`src/rtl/mac_result_buffer.sv`:
```
// Warm-up discard, Q-format rescale and FWFT FIFO for the unrolled MAC result stream.
// Optional clamp-to-range on rescale is enabled by defining MAC_OUT_SAT_EN.
module mac_result_buffer #(
    parameter int DATA_W      = 32,
    parameter int OUT_W       = 16,
    parameter int SHIFT       = 15,
    parameter int FILL_CYCLES = 16,
    parameter int DEPTH       = 8
) (
    input  logic                     clk,
    input  logic                     reset,
    input  logic                     in_valid,
    input  logic [DATA_W-1:0]        in_data,
    output logic                     out_valid,
    input  logic                     out_ready,
    output logic [OUT_W-1:0]         out_data,
    output logic                     fill_done,
    output logic [$clog2(DEPTH):0]   level,
    output logic                     overflow,
    output logic                     sat_seen
);

    localparam int PTR_W = $clog2(DEPTH);
    localparam int LVL_W = PTR_W + 1;
    localparam int CNT_W = (FILL_CYCLES > 1) ? $clog2(FILL_CYCLES) : 1;

    // state    | meaning
    // ST_FILL  | delay line filling, samples counted and discarded
    // ST_RUN   | samples rescaled and buffered until reset
    typedef enum logic {ST_FILL, ST_RUN} state_t;

    state_t             state_q;
    logic [CNT_W-1:0]   cnt_q;
    logic [PTR_W-1:0]   wr_ptr_q;
    logic [PTR_W-1:0]   rd_ptr_q;
    logic [LVL_W-1:0]   level_q;
    logic               fill_done_q;
    logic               overflow_q;
    logic [OUT_W-1:0]   mem_q [DEPTH];
    logic [OUT_W-1:0]   scaled_d;
    logic               full;
    logic               pop;
    logic               push;
    logic               drop;

`ifdef MAC_OUT_SAT_EN
    localparam logic signed [DATA_W-1:0] SAT_MAX =
        $signed({{(DATA_W-OUT_W+1){1'b0}}, {(OUT_W-1){1'b1}}});
    localparam logic signed [DATA_W-1:0] SAT_MIN =
        $signed({{(DATA_W-OUT_W+1){1'b1}}, {(OUT_W-1){1'b0}}});

    logic signed [DATA_W-1:0] shifted;
    logic                     clamp_d;
    logic                     sat_q;

    assign shifted = $signed(in_data) >>> SHIFT;

    always_comb begin
        clamp_d  = 1'b0;
        scaled_d = shifted[OUT_W-1:0];
        if (shifted > SAT_MAX) begin
            clamp_d  = 1'b1;
            scaled_d = {1'b0, {(OUT_W-1){1'b1}}};
        end else if (shifted < SAT_MIN) begin
            clamp_d  = 1'b1;
            scaled_d = {1'b1, {(OUT_W-1){1'b0}}};
        end
    end

    always_ff @(posedge clk) begin
        if (reset)
            sat_q <= 1'b0;
        else if (state_q == ST_RUN && in_valid && clamp_d)
            sat_q <= 1'b1;
    end

    assign sat_seen = sat_q;
`else
    assign scaled_d = OUT_W'($signed(in_data) >>> SHIFT);
    assign sat_seen = 1'b0;
`endif

    assign out_valid = (level_q != '0);
    assign full      = (level_q == LVL_W'(DEPTH));
    assign pop       = out_valid && out_ready;
    // A full FIFO still accepts a write when the head leaves on the same edge.
    assign push      = (state_q == ST_RUN) && in_valid && (!full || pop);
    assign drop      = (state_q == ST_RUN) && in_valid && full && !pop;

    always_ff @(posedge clk) begin
        if (reset) begin
            state_q     <= ST_FILL;
            cnt_q       <= '0;
            wr_ptr_q    <= '0;
            rd_ptr_q    <= '0;
            level_q     <= '0;
            fill_done_q <= 1'b0;
            overflow_q  <= 1'b0;
        end else begin
            case (state_q)
                ST_FILL: begin
                    if (FILL_CYCLES == 0) begin
                        state_q     <= ST_RUN;
                        fill_done_q <= 1'b1;
                    end else if (in_valid) begin
                        if (cnt_q == CNT_W'(FILL_CYCLES - 1)) begin
                            state_q     <= ST_RUN;
                            fill_done_q <= 1'b1;
                        end else begin
                            cnt_q <= cnt_q + 1'b1;
                        end
                    end
                end
                default: state_q <= ST_RUN;
            endcase

            if (push) begin
                mem_q[wr_ptr_q] <= scaled_d;
                wr_ptr_q        <= wr_ptr_q + 1'b1;
            end
            if (pop)
                rd_ptr_q <= rd_ptr_q + 1'b1;
            if (push && !pop)
                level_q <= level_q + 1'b1;
            else if (pop && !push)
                level_q <= level_q - 1'b1;
            if (drop)
                overflow_q <= 1'b1;
        end
    end

    assign out_data  = out_valid ? mem_q[rd_ptr_q] : '0;
    assign fill_done = fill_done_q;
    assign level     = level_q;
    assign overflow  = overflow_q;

endmodule

```
`config.mk`:
```
export PLATFORM = sky130hd
export DESIGN_NAME = mac_result_buffer
export DESIGN_NICKNAME = d
export VERILOG_FILES = /design/src/rtl/mac_result_buffer.sv
export SDC_FILE = /design/constraint.sdc
export NUM_CORES = 1
export LEC_CHECK = 0
export BUFFER_PORTS_ARGS = -buffer_cell sky130_fd_sc_hd__buf_4
export CAP_MARGIN = 0
export CORE_ASPECT_RATIO = 0.75
export CORE_UTILIZATION = 42
export CTS_BUF_LIST = sky130_fd_sc_hd__clkbuf_2
export DETAILED_ROUTE_END_ITERATION = 16
export PLACE_DENSITY_LB_ADDON = 0.15
export SLEW_MARGIN = 30
export SYNTH_ARGS = -nofsm -noshare
export SYNTH_HDL_FRONTEND = slang
export SYNTH_SLANG_ARGS = --single-unit
```
`constraint.sdc`:
```
create_clock -name clk -period 4.2 [get_ports clk]
set_clock_uncertainty 0.05 [all_clocks]
set_input_delay 0.21 -clock clk [delete_from_list [all_inputs] [get_ports clk]]
set_output_delay 0.21 -clock clk [all_outputs]
set_load 0.01 [all_outputs]
```
Word level (Yosys, flattened, before mapping)
Memories as Yosys holds them, arrays and structs flattened. A register that Yosys moved wholly into a read port is not among the register bits.
Index checks and enable logic that the tools add are counted.
Widths: inputs -> output; s select.
{ "word_totals": {"register_bits": 17, "ram_bits": 128, "wordCells": 43, "mem_count": 1} }
{ "classes": {"n_addsub": 5, "n_eq_ne": 2, "n_mux": 11, "bitwise": 2, "reduce_logical": 15} }
{ "mem_list": {"columns": ["memory", "depth", "word_bits", "read_ports", "rd_ports_with_merged_regs", "wr", "line", "source"], "rows": [
  ["mem_q", 8, 16, 1, 1, 1, "39", "logic [OUT_W-1:0] mem_q [DEPTH];"]
]} }
{ "ops": {"columns": ["operator", "n"], "rows": [
  ["$mux 16", 1],
  ["$add 4x1->4 const B", 2],
  ["$eq 4x4->1 const B", 2],
  ["$mux 4", 2],
  ["$logic_and 1x1->1", 7],
  ["$add 3x1->3 const B", 2],
  ["$mux 1", 6],
  ["$mux 3", 2],
  ["$reduce_and 3->1", 2],
  ["$reduce_bool 4->1", 1],
  ["$sub 4x1->4 const B", 1],
  ["$logic_not 1->1", 3],
  ["$not 1->1", 2],
  ["$reduce_bool 2->1", 1],
  ["$logic_or 1x1->1", 1]
]} }

Depth between registers and ports, before layout
{ "depth": {"word_depth": 8, "mapped_depth": 10} }

Least setup slack after synthesis
No wires, ideal clock.
{ "synth_path": {"path_type": "reg2reg", "start": "reg level_q[0] (netlist: level[0])", "end": "mem mem_q[5][0] (enable)", "setup_time_ps": 436, "t_arrival_ps": 2675, "t_required_ps": 3714, "path_slack_ps": 1039, "path_stages_with_launch": 5, "cell_sequence": "dfxtp_1 > nor3_2 > nand3_1 > nand4_1 > nor4b_1"} }
{ "synth_between": {"elab_chain_len": 7, "word_cells_on_any_way": 9, "classes_between": "1 x eq/ne; 3 x mux; 5 x reduce/logical"} }
{ "synth_rtl": {"columns": ["element", "line", "source"], "rows": [
  ["from (decl)", "36", "logic [LVL_W-1:0] level_q;"],
  ["from (signal assigned)", "124", "level_q <= level_q + 1'b1;"],
  ["from (signal assigned)", "126", "level_q <= level_q - 1'b1;"],
  ["$eq 4x4->1 / $reduce_bool 4->1 (equally long branches)", "84, 83", null],
  ["$logic_not 1->1 / $logic_and 1x1->1 (equally long branches)", "87, 85", null],
  ["$logic_or 1x1->1 (*)", "87", "assign push = (state_q == ST_RUN) && in_valid && (!full || pop);"],
  ["$logic_and 1x1->1 (*)", "87", null],
  ["$mux 1 (*)", "117", "if (push) begin"],
  ["$mux 1 (*)", "91", "if (reset) begin"],
  ["$mux 1 (implied by the code) (*)", "118", "mem_q[wr_ptr_q] <= scaled_d;"],
  ["to (decl)", "39", null]
]} }
Mark *: on every way between the ends. The rest lies on a longest branch, timed or not.

==> reports/metrics.cfg <==
[sta]
fmax_mhz = 319
tightest_slew_ns = 0.881
setup_viol = 0
fin_crit_ns = 3.14
hold_viol = 0
hold_slack_ns = 0.257
rsz0062_at_grt = false
post-route-period-util = 0.747
slew_violations = 0
relSlewSlack = 0.413
tns_ns = 0

[setup_path]
path_max_fanout = 23
cpPeakStageDelay_ns = 0.94
crit_chain = buf_4, mux4_2, mux2i_1, nor2_1, buf_4
required_ns = 3.94
cp_common_cell = buf_4
worstPathArrival_ns = 2.88
cp_slowest_cell = dfxtp_2
critPathKind = flip-flop to output port
start_kind = flip-flop
endpoint_kind = output port

[clock_network]
cts_resized = 0
clk_pin_slew_ns = 0.21
cts_buffer_depth = 2
tritoncts = built
cts_sinks = 148
htreeDepth = 4
clk_latency_ns = 0.66
cts_made_buffers = 17
cts_root_buf = clkbuf_2

[logic_synthesis]
yosysUniqueCellTypes = 39
async_reset_ff_frac = 0
synth-main-ff-cell = edfxtp_1
syn_inst = 311
synth_top_area_share = 0.653
ys_top_cells_by_area = edfxtp_1, mux4_2, dfxtp_1
yosysSeqAreaShare = 0.721
synth_fp_nets = 354
ys_seq_elements = 148
syn_area_um2 = 5880
synth_edf_count = 128
yosys_warnings = 0
synth_top_cell_by_area = edfxtp_1
synth.avg_cell_area_um2 = 18.9

[route]
antenna_left = 0
drt_iter0_markers = 139
wl_per_cell_um = 18.4
drc = 24
first_pass_iters = 10
routed_wl_um = 10700
vias = 2967
viasPerCell = 5.12

[run]
cap_violations = 0

[final_layout]
fill_cells = 1159
multi_input_area_um2 = 1580
fin_util = 0.507
areaGrowthSynthToFinish_pct = 18.0
stdcell_count = 579
drive_above_1_share = 0.328
fin_nets = 433
seqCellArea_um2 = 4250

[run_status]
status = complete, but fails checks
violations = DRC

[placement]
hpwl_um = 6160
dp.cells = 525
place_congestion = 0.754
port_buffers = 42

[global_routing]
grt_pass1_vias = 3067
antenna_found_initial = 0
grt_max_degree = 33
track_usage = 0.161
grt_pass1_wl_um = 16700
grt_overflow = 0

[floorplan]
die_area_um2 = 14500
start_util = 0.429
die_h_um = 104
num_rows = 37
core_area_um2 = 13700
ios = 60
die_w_um = 139

[power_and_ir_drop]
p_sw_mw = 1.16
p_int_mw = 2.62
pwr-share-comb = 0.294
switching_share = 0.307
leakage_nw = 2.31
clock_power_share = 0.236
p_per_area_nw_per_um2 = 545
power_frac_seq = 0.470
irDropWorstVdd_mv = 0.234

[worst_hold_path]
hold_path.class = input port to flip-flop

-- critical path, delay by kind of cell, from the launching register on --
| kind | cells | cell delay [ns] |
|---|---|---|
| multiplexers | 2 | 0.68 |
| AND/OR/NAND/NOR | 1 | 0.06 |
| buffers and inverters | 2 | 0.52 |
| flip-flops | 1 | 0.94 |
-- through the flow --
stage | power [mW] | worst slack (ns) | area (um^2)
after floorplan | 2.51 | 1.04 | 5880
after global placement | 2.91 | 1.45 | 6460
after detailed placement | 2.94 | 1.36 | 6460
after CTS | 3.85 | 0.895 | 6940
after global routing | 4.00 | 0.710 | 6940
final | 3.79 | 1.06 | 6940
-- path summary, 6_finish.rpt --
| check | startpoint | slack (ns) | to | depth (start not counted) |
|---|---|---|---|---|
| max | flip-flop | 1.06 | out_data[15] | 5 |
| min | in_data[24] | 0.26 | mem_q[2][9] | 2 |
| max reg2reg | level[0] | 1.33 | level[3] | 11 |
| min reg2reg | fill_done | 0.45 | fill_done | 2 |
-- state kept, by name, indices dropped and copies added, names as in the netlist, named ones only --
signal and flops:
rd_ptr_q 3, fill_done 1, overflow 1, level 4, mem_q 128, wr_ptr_q 3
state_q 1, cnt_q 4
-- area by class of cell --
type	instances	area share
diodes	1	0.000360
clock buffers	19	0.0137
clock inverters	13	0.0259
inverters	3	0.00198
multi-input cells	146	0.227
flip-flops and latches	148	0.612
well taps	175	0.0315
repair buffers	74	0.0876
-- metal layers --
| layer | wire length (um) | up-vias | track usage |
|---|---|---|---|
| li1 | - | 1392 | - |
| met1 | 4840 | 1516 | 0.208 |
| met2 | 5320 | 49 | 0.264 |
| met3 | 397 | 10 | 0.0465 |
| met4 | 108 | 0 | 0.0476 |
| met5 | 0 | - | 0 |
-- power groups by stage --
stage	Combinational, mW	Clock [mW]	Sequential [mW]
3_3_place_gp	1.09	0	1.82
4_1_cts	1.14	0.918	1.79
5_1_grt	1.21	0.988	1.80
3_5_place_dp	1.12	0	1.82
2_1_floorplan	0.781	0	1.73
6_report	1.11	0.893	1.78
-- cells in the mapped netlist (3+ instances only) --
cell,number
nand3_1,5
nor3_1,3
nor2b_1,3
nor4_1,3
nor2_1,35
clkbuf_1,4
a21oi_1,6
xor2_1,3
mux4_2,32
dfxtp_1,20
ha_1,6
buf_6,4
nand2_1,6
edfxtp_1,128
buf_2,4
nand2b_1,3
mux2i_1,19
-- placed cells by master, fill, tap and decap left out, types with 2 or more instances in the layout --
cell,count
edfxtp_1,128
inv_4,3
clkinv_2,2
nor3_1,3
dlygate4sd3_1,21
inv_6,2
mux4_2,32
ha_1,6
mux2i_1,19
bufinv_16,4
mux2_1,2
xnor2_1,2
nand2_1,6
nand2b_1,3
clkbuf_2,19
buf_4,53
a21oi_1,6
dfxtp_2,2
xor2_1,3
nand3_1,5
nor2_1,35
nor2b_1,3
dfxtp_1,18
nand4_1,2
nor4_2,3
inv_1,2
-- cells by family (layout without fill, tap and decap cells) --
group,count (synthesis),in the layout,share of synthesized area
AOI/OAI and AO/OA,11,11,0.0143
xor gates and xnor gates,6,6,0.0102
adders and majority gates,7,7,0.0162
buffers and inverters,17,109,0.0185
DFF,148,148,0.721
muxes,53,53,0.159
other,1,2,0.000637
and+or+nand+nor,68,68,0.0602
-- repair_timing --
action	4_1_cts	5_1_grt
hold buffers	21	0
hold endpoints to repair	148	0
setup buffers	0	0
Power figures use the tool's default switching activity.
